## src/rtl/regfile_ctrl_pkg.sv

```systemverilog
// Shared definitions for the register-file controller.
// Holds the default data/index widths, the ALU op-code encoding and the
// controller FSM state encoding. No ports.
package regfile_ctrl_pkg;

  localparam int unsigned DATA_W_DEF = 32;
  localparam int unsigned ADDR_W_DEF = 5;

  typedef enum logic [2:0] {
    OpAdd   = 3'b000,
    OpSub   = 3'b001,
    OpAnd   = 3'b010,
    OpOr    = 3'b011,
    OpXor   = 3'b100,
    OpSlt   = 3'b101,
    OpMov   = 3'b110,
    OpClear = 3'b111
  } op_e;

  typedef enum logic [2:0] {
    StIdle  = 3'd0,
    StFetch = 3'd1,
    StExec  = 3'd2,
    StWrite = 3'd3,
    StClear = 3'd4
  } state_e;

endpackage

```

## src/rtl/regfile_alu.sv

```systemverilog
// Combinational ALU for the register-file controller.
// Ports:
//   op     in  3       operation code (op_e encoding)
//   a      in  DATA_W  operand A
//   b      in  DATA_W  operand B
//   result out DATA_W  operation result (ADD/SUB wrap, SLT is signed)
module regfile_alu
  import regfile_ctrl_pkg::*;
#(
  parameter int unsigned DATA_W = DATA_W_DEF
) (
  input  logic [2:0]        op,
  input  logic [DATA_W-1:0] a,
  input  logic [DATA_W-1:0] b,
  output logic [DATA_W-1:0] result
);

  logic a_lt_b;
  assign a_lt_b = $signed(a) < $signed(b);

  always_comb begin
    result = '0;
    unique case (op_e'(op))
      OpAdd:   result = a + b;
      OpSub:   result = a - b;
      OpAnd:   result = a & b;
      OpOr:    result = a | b;
      OpXor:   result = a ^ b;
      OpSlt:   result = {{(DATA_W-1){1'b0}}, a_lt_b};
      OpMov:   result = a;
      OpClear: result = '0;
      default: result = '0;
    endcase
  end

endmodule

```

## src/rtl/regfile_controller.sv

```systemverilog
// Register-file controller: accepts one command at a time, reads two source
// registers from an external register file, runs them through the ALU and
// writes the result back. Op CLEAR instead zeroes all 2^ADDR_W registers.
// Ports:
//   clk, reset                clock (rising edge), async active-low reset
//   cmd_valid/cmd_ready       command handshake (ready only in IDLE)
//   cmd_op/cmd_sr1/sr2/dr     command fields, latched on accept
//   sr1, sr2 / rdData1, 2     register-file read addresses / read data
//   dr, wrData, write         register-file write port
//   done, result              completion pulse and the value just written
module regfile_controller
  import regfile_ctrl_pkg::*;
#(
  parameter int unsigned DATA_W = DATA_W_DEF,
  parameter int unsigned ADDR_W = ADDR_W_DEF
) (
  input  logic              clk,
  input  logic              reset,
  input  logic              cmd_valid,
  output logic              cmd_ready,
  input  logic [2:0]        cmd_op,
  input  logic [ADDR_W-1:0] cmd_sr1,
  input  logic [ADDR_W-1:0] cmd_sr2,
  input  logic [ADDR_W-1:0] cmd_dr,
  output logic [ADDR_W-1:0] sr1,
  output logic [ADDR_W-1:0] sr2,
  input  logic [DATA_W-1:0] rdData1,
  input  logic [DATA_W-1:0] rdData2,
  output logic [ADDR_W-1:0] dr,
  output logic [DATA_W-1:0] wrData,
  output logic              write,
  output logic              done,
  output logic [DATA_W-1:0] result
);

  state_e            state_q, state_d;
  op_e               op_q;
  logic [ADDR_W-1:0] sr1_q, sr2_q, dr_q;
  logic [DATA_W-1:0] a_q, b_q;
  logic [DATA_W-1:0] alu_q, alu_res;
  logic [DATA_W-1:0] result_q;
  logic [ADDR_W-1:0] clr_cnt_q;
  logic              idle_ready;
  logic              accept;

  regfile_alu #(
    .DATA_W (DATA_W)
  ) u_alu (
    .op     (op_q),
    .a      (a_q),
    .b      (b_q),
    .result (alu_res)
  );

  // Ready is gated by reset so it stays low while reset is held and rises
  // as soon as reset is released.
  assign cmd_ready = idle_ready & reset;
  assign accept    = cmd_valid & cmd_ready;

  assign sr1 = sr1_q;
  assign sr2 = sr2_q;

  always_comb begin
    state_d    = state_q;
    idle_ready = 1'b0;
    write      = 1'b0;
    done       = 1'b0;
    dr         = '0;
    wrData     = '0;
    result     = result_q;
    unique case (state_q)
      StIdle: begin
        idle_ready = 1'b1;
        if (cmd_valid && reset) begin
          state_d = (op_e'(cmd_op) == OpClear) ? StClear : StFetch;
        end
      end
      StFetch: state_d = StExec;
      StExec:  state_d = StWrite;
      StWrite: begin
        write   = 1'b1;
        dr      = dr_q;
        wrData  = alu_q;
        done    = 1'b1;
        result  = alu_q;
        state_d = StIdle;
      end
      StClear: begin
        write = 1'b1;
        dr    = clr_cnt_q;
        if (&clr_cnt_q) begin
          done    = 1'b1;
          result  = '0;
          state_d = StIdle;
        end
      end
      default: state_d = StIdle;
    endcase
  end

  always_ff @(posedge clk or negedge reset) begin
    if (!reset) begin
      state_q   <= StIdle;
      op_q      <= OpAdd;
      sr1_q     <= '0;
      sr2_q     <= '0;
      dr_q      <= '0;
      a_q       <= '0;
      b_q       <= '0;
      alu_q     <= '0;
      result_q  <= '0;
      clr_cnt_q <= '0;
    end else begin
      state_q <= state_d;
      if (accept) begin
        op_q  <= op_e'(cmd_op);
        sr1_q <= cmd_sr1;
        sr2_q <= cmd_sr2;
        dr_q  <= cmd_dr;
      end
      if (state_q == StFetch) begin
        a_q <= rdData1;
        b_q <= rdData2;
      end
      if (state_q == StExec) begin
        alu_q <= alu_res;
      end
      // Counter wraps to 0 on the final CLEAR cycle, ready for the next one.
      if (state_q == StClear) begin
        clr_cnt_q <= clr_cnt_q + ADDR_W'(1);
      end
      if (done) begin
        result_q <= result;
      end
    end
  end

endmodule

```

## config.mk

```make
export PLATFORM = sky130hd
export DESIGN_NAME = regfile_controller
export DESIGN_NICKNAME = d
export VERILOG_FILES = /design/src/rtl/regfile_ctrl_pkg.sv /design/src/rtl/regfile_alu.sv /design/src/rtl/regfile_controller.sv
export SDC_FILE = /design/constraint.sdc
export NUM_CORES = 1
export LEC_CHECK = 0
export CAP_MARGIN = 25
export CORE_MARGIN = 4
export CORE_UTILIZATION = 45
export DETAILED_ROUTE_END_ITERATION = 12
export PLACE_DENSITY = 0.69
export SLEW_MARGIN = 20
export SYNTH_ARGS = -nofsm -noshare
export SYNTH_HDL_FRONTEND = slang
export SYNTH_SLANG_ARGS = --single-unit
```

## constraint.sdc

```tcl
create_clock -name clk -period 3.05 [get_ports clk]
set_clock_uncertainty 0.2 [all_clocks]
set_input_delay 0.305 -clock clk [delete_from_list [all_inputs] [get_ports clk]]
set_output_delay 0.305 -clock clk [all_outputs]
set_load 0.05 [all_outputs]
```

== Word-level counts from Yosys, hierarchy flattened ==
Cells that the tools add are included.

* Memories: 0
* Bits in writable memories: 0
* Memory bits (read-only): 0
* Output and inout bits: 82
* Bits of input ports: 85
* Bits in registers: 154
* Bits in latches: 0

* $add $sub $neg: 3
* Reductions and logical operators: 6
* Equality and inequality tests: 14
* $lt $le $gt $ge: 1
* Divide/modulo/power cells: 0
* Multipliers: 0
* Bitwise logic cells: 5
* Shift operators: 0
* Muxes and demuxes: 13

{| class="wikitable"
|+ Operator list
! operator !! count
|-
| $pmux W32 S8 || 1
|-
| $mux W32 || 2
|-
| $pmux W32 S2 || 1
|-
| $add A32 B32 Y32 || 1
|-
| $and A32 B32 Y32 || 1
|-
| $lt A32 B32 Y1 || 1
|-
| $or A32 B32 Y32 || 1
|-
| $sub A32 B32 Y32 || 1
|-
| $xor A32 B32 Y32 || 1
|-
| $eq A3 B3 Y1 const B || 6
|-
| $eq A3 B2 Y1 const B || 4
|-
| $pmux W3 S4 || 1
|-
| $pmux W5 S2 || 1
|-
| $mux W3 || 3
|-
| $eq A3 B1 Y1 const B || 2
|-
| $logic_not A3 Y1 || 2
|-
| $add A5 B1 Y5 const B || 1
|-
| $reduce_and A5 Y1 || 1
|-
| $ne A2 B2 Y1 const B || 2
|-
| $mux W1 || 3
|-
| $and A1 B1 Y1 || 2
|-
| $pmux W1 S2 || 1
|-
| $reduce_and A2 Y1 || 1
|-
| $reduce_or A2 Y1 || 1
|-
| $logic_and A1 B1 Y1 || 1
|}

== Logic depth before layout (Yosys ltp) ==
* Depth in word-level cells: 4
* Depth in mapped cells: 13
* Mapped depth without buffers: 13

== Hierarchy ==
From an unflattened synthesis, not the netlist that was laid out.

* Cells, all modules: 1315
* Area, all modules: 11962.7 um^2

{| class="wikitable"
|+ By module, submodules not included
! module !! times used !! area each (um^2) !! cells an instance
|-
| regfile_controller || 1 || 6327.3 || 417
|-
| regfile_alu || 1 || 5635.4 || 898
|}

== Worst setup path before layout ==
Ideal clock, no wire load.

* Kind: register -> register
* Start point: register state_q[2]
* End point: register op_q[0]
* Required time: 2.725 ns
* Period minus slack after synthesis: 3.737 ns
* Path buffers: 1
* Path slack: -0.687 ns
* Stages on the path, launching flop included: 5
* Setup time: 0.125 ns
* Arrival time: 3.413 ns
* Cells stage by stage: dfrtp_1 > nor4b_1 > nand2_1 > clkbuf_1 > mux2_2

* Cells in the longest elaborated chain, start to end: 4

{| class="wikitable"
|+ RTL lines
! what !! RTL line !! text
|-
| start: declaration || regfile_controller.sv:36 || <nowiki>state_e state_q, state_d;</nowiki>
|-
| start signal: assignment || regfile_controller.sv:103 || <nowiki>state_q <= StIdle;</nowiki>
|-
| start signal: assignment || regfile_controller.sv:114 || <nowiki>state_q <= state_d;</nowiki>
|-
| $logic_not A3 Y1 || regfile_controller.sv:71 || <nowiki>unique case (state_q)</nowiki>
|-
| $mux W1 || regfile_controller.sv:71 ||
|-
| $and A1 B1 Y1 || regfile_controller.sv:57 || <nowiki>assign cmd_ready = idle_ready & reset;</nowiki>
|-
| via cmd_ready || regfile_controller.sv:20 || <nowiki>output logic cmd_ready,</nowiki>
|-
| $and A1 B1 Y1 || regfile_controller.sv:58 || <nowiki>assign accept = cmd_valid & cmd_ready;</nowiki>
|-
| end signal: assignment || regfile_controller.sv:104 || <nowiki>op_q <= OpAdd;</nowiki>
|-
| end signal: assignment || regfile_controller.sv:116 || <nowiki>op_q <= op_e'(cmd_op);</nowiki>
|-
| end: declaration || regfile_controller.sv:37 || <nowiki>op_e op_q;</nowiki>
|}

The timed path passes the listed nets, and every way through them passes these cells.
A chain may end at the register's enable or synchronous reset.

== Worst setup path after layout ==
* Start point: register a_q[0]
* End point: register alu_q[20]

* Cells in the longest elaborated chain, start to end: 2

{| class="wikitable"
|+ RTL lines
! what !! RTL line !! text
|-
| start: declaration || regfile_controller.sv:39 || <nowiki>logic [DATA_W-1:0] a_q, b_q;</nowiki>
|-
| start signal: assignment || regfile_controller.sv:122 || <nowiki>a_q <= rdData1;</nowiki>
|-
| $sub A32 B32 Y32 / $add A32 B32 Y32 (equally long branches) || regfile_alu.sv:25, regfile_alu.sv:24 ||
|-
| $pmux W32 S8 * || regfile_alu.sv:23 || <nowiki>unique case (op_e'(op))</nowiki>
|-
| end signal: assignment || regfile_controller.sv:126 || <nowiki>alu_q <= alu_res;</nowiki>
|-
| end: declaration || regfile_controller.sv:40 || <nowiki>logic [DATA_W-1:0] alu_q, alu_res;</nowiki>
|}

Every way passes the cells marked *; elsewhere a longest branch is shown, timed or not.

==> results.sh <==
export IMPL_overflow=0
export IMPL_fmaxAchievable_mhz=321
export IMPL_htreeDepth=4
export IMPL_worstSetupEndpointType="flip-flop"
export IMPL_cts_tree="yes"
export IMPL_synthCells=1355
export IMPL_portBuffers=166
export IMPL_synthArstFlopShare_pct=100
export IMPL_rows=58
export IMPL_fin_crit_ns=3.11
export IMPL_grt_busiest_layer="met2"
export IMPL_root_buffer="clkbuf_16"
export IMPL_crit_type="reg -> reg"
export IMPL_crit_path_top_delay_cell="dfrtp_1"
export IMPL_area_growth_pct=44.0
export IMPL_relSlewSlack_pct=43.7
export IMPL_synth_edf_count=0
export IMPL_grt_max_degree=156
export IMPL_synth_top_area_share_pct=33.6
export IMPL_avgSynthCellArea_um2=8.46
export IMPL_insertion_delay_ns=0.43
export IMPL_r2r_start="a_q[0]"
export IMPL_min_path_cells=3
export IMPL_layout_drive_gt1_share_pct=26.4
export IMPL_die_area_mm2=0.0281
export IMPL_synth_area_leaders="dfrtp_1 34%, ha_1 11%, o21ai_0 5.2%"
export IMPL_core_mm2=0.0251
export IMPL_yosys_warnings=0
export IMPL_crit_chain="inv_2 -> ha_4 -> inv_2 -> fa_2 -> nor2b_4 -> o311a_1 -> o21ba_4 -> a21o_1 -> a311oi_2 -> o31ai_2 -> xnor2_1 -> a221oi_1 -> nor2_1"
export IMPL_yosysSeqAreaShare_pct=33.6
export IMPL_maxCapViolCount=0
export IMPL_r2r_end="alu_q[20]"
export IMPL_antenna_found_initial=0
export IMPL_status="finished with violations"
export IMPL_die_y_um=168
export IMPL_report_final_slew_viol_count=0
export IMPL_worstPathRequired_ns=3.16
export IMPL_grt_pass1_wl_mm=61.1
export IMPL_wl_mm=39.0
export IMPL_hold_viol=0
export IMPL_synth_nets=1540
export IMPL_met2_usage_pct=42.4
export IMPL_vias_per_cell=5.70
export IMPL_syn_cell_area_mm2=0.0115
export IMPL_synth_top_area_cell="dfrtp_1"
export IMPL_ys_flop_type="dfrtp_1"
export IMPL_gp_congestion=0.991
export IMPL_holdCritPathClass="in -> reg"
export IMPL_antenna_left=0
export IMPL_max_slew_worst_pin_slew_ns=0.844
export IMPL_hold_path_end="a_q[19]"
export IMPL_fin_ws_ns=-0.0645
export IMPL_slowest_delay_ns=0.39
export IMPL_dr_total_vias=11400
export IMPL_post_drt_wl_per_cell_um=19.5
export IMPL_worstHoldStart="rdData1[19]"
export IMPL_clk_pin_slew_ns=0.07
export IMPL_arrival_ns=3.22
export IMPL_cts_buffers=17
export IMPL_critPathLaunchType="flip-flop"
export IMPL_worst_path_max_fanout=3
export IMPL_synth_seq_cells=154
export IMPL_setup_violations_final=5
export IMPL_grt_pass1_vias=11000
export IMPL_ioPinCount=167
export IMPL_fin_nets=1838
export IMPL_rrSetupSlack_ns=-0.06
export IMPL_synth_cell_types=87
export IMPL_grtUsageMet1_pct=39.3
export IMPL_antenna_cells=0
export IMPL_initial_core_util_pct=45.7
export IMPL_worst_path_most_repeated_cell="inv_2"
export IMPL_drt_iter0_drc=967
export IMPL_die_w_um=168
export IMPL_drc=0
export IMPL_firstDrtPassIters=7
export IMPL_fin_crit_sh_pct=102
export IMPL_r2r_cells=13
export IMPL_cts_buffer_depth=2
export IMPL_track_usage_pct=26.8
export IMPL_violations="negative setup slack"
export IMPL_grtUsageMet3_pct=4.53
export IMPL_cts_sinks=154
export IMPL_place_ws_ns=-0.180
export IMPL_hpwl_mm=28.6
export IMPL_rsz0062_at_grt="true"
## layer usage
layer,part of all wire [%],vias to the layer above,wire length (um)
li1,-,5409,-
met1,46,5445,18000
met5,0,-,0
met2,46,476,17900
met3,7.0,38,2720
met4,1.2,0,456
## metrics by stage
step	cell area (um2)	cells	hold slack, ns	utilization, %	TNS (ns)
after floorplan	11500	1355	-0.191	-	-0.00735
after global placement	15300	1949	0.242	60.7	-0.857
after detailed placement	15300	1949	0.257	60.7	-1.34
after CTS	16100	1987	0.216	64.1	-0.126
after global routing	16500	1996	0.227	65.8	-1.25
final	16500	1996	0.221	65.8	-0.232
## synth_stat cells (13+ instances only)
master and instances:
dfrtp_1 154, buf_1 14, and2_1 37, nand2_1 129, o21ai_0 120, o21bai_1 15, a21o_1 77, nor2_1 87
a211oi_1 17, nor3_1 28, mux2_2 22, ha_1 98, xnor2_1 31, a21oi_1 93, o22ai_1 19, clkbuf_1 57
inv_1 95, buf_2 13, mux2i_1 14, a221oi_1 14
## area by class of cell
type / instances / area, um2
Timing Repair Buffer: 366 / 3840
Fill cell: 2155 / 8600
Clock inverter: 15 / 181
Multi-Input combinational cell: 1012 / 7410
Inverter: 102 / 383
Tap cell: 330 / 413
Sequential cell: 154 / 3860
Clock buffer: 17 / 425
## logic make-up (layout without fill, tap and decap cells)
family,Yosys count,count (layout),share of synthesized area [%]
fa+ha+maj,100,100,11.0
xor+xnor,38,38,2.90
buf+inv,189,500,6.46
compound gates,482,482,28.0
simple gates,356,356,14.6
flops,154,154,33.6
mux,36,36,3.38
## cell usage in the layout (no fill, tap or decap), types with 16 or more instances in the layout
| cell type | netlist | final |
|---|---|---|
| mux2_2 | 22 | 22 |
| inv_2 | 5 | 22 |
| ha_1 | 98 | 79 |
| o22ai_1 | 19 | 18 |
| dfrtp_1 | 154 | 151 |
| clkbuf_16 | 0 | 17 |
| inv_1 | 95 | 78 |
| buf_12 | 0 | 66 |
| clkdlybuf4s50_1 | 0 | 94 |
| a21o_1 | 77 | 77 |
| and2_1 | 37 | 35 |
| o21ai_0 | 120 | 114 |
| xnor2_1 | 31 | 31 |
| nor3_1 | 28 | 28 |
| a21oi_1 | 93 | 84 |
| nand2_1 | 129 | 129 |
| buf_4 | 2 | 197 |
| nor2_1 | 87 | 86 |
| ha_4 | 0 | 16 |
## registers in the layout (all words and copies together) (netlist names)
signal / cells
a_q: 32
alu_q: 32
b_q: 32
clr_cnt_q: 5
dr_q: 5
op_q: 3
result_q: 32
sr1: 5
sr2: 5
state_q: 3
## worst max-delay path by stage
stage	from	end	slack (ns)	cells past startpoint
finish	a_q[0]	alu_q[20]	-0.06	13
CTS	a_q[0]	alu_q[30]	-0.07	15
detailed placement	a_q[0]	alu_q[28]	-0.18	13
floorplan	a_q[0]	alu_q[20]	-0.007	13
global placement	a_q[0]	alu_q[20]	-0.13	13
global route	a_q[0]	alu_q[30]	-0.21	15
## repair_timing
action / in CTS / in global routing
gates resized for setup: 36 / 76
endpoints found under the setup margin: 16 / 20
hold endpoints to repair: 154 / 0
pin swaps: 25 / 41
hold buffers: 1 / 0
setup buffers: 5 / 11
## worst max-delay path: cells and delay by family, from the launching register on
kind / cells / cell delay, ns
AO/OA/AOI/OAI: 6 / 1.49
XOR/XNOR: 1 / 0.14
adder cells (fa/ha/maj): 2 / 0.47
buffers and inverters: 2 / 0.12
flip-flops: 1 / 0.39
AND/OR/NAND/NOR: 2 / 0.19
Power is not shown: default switching activity piles up to over one toggle a cycle in this logic, so the estimate is an artifact.
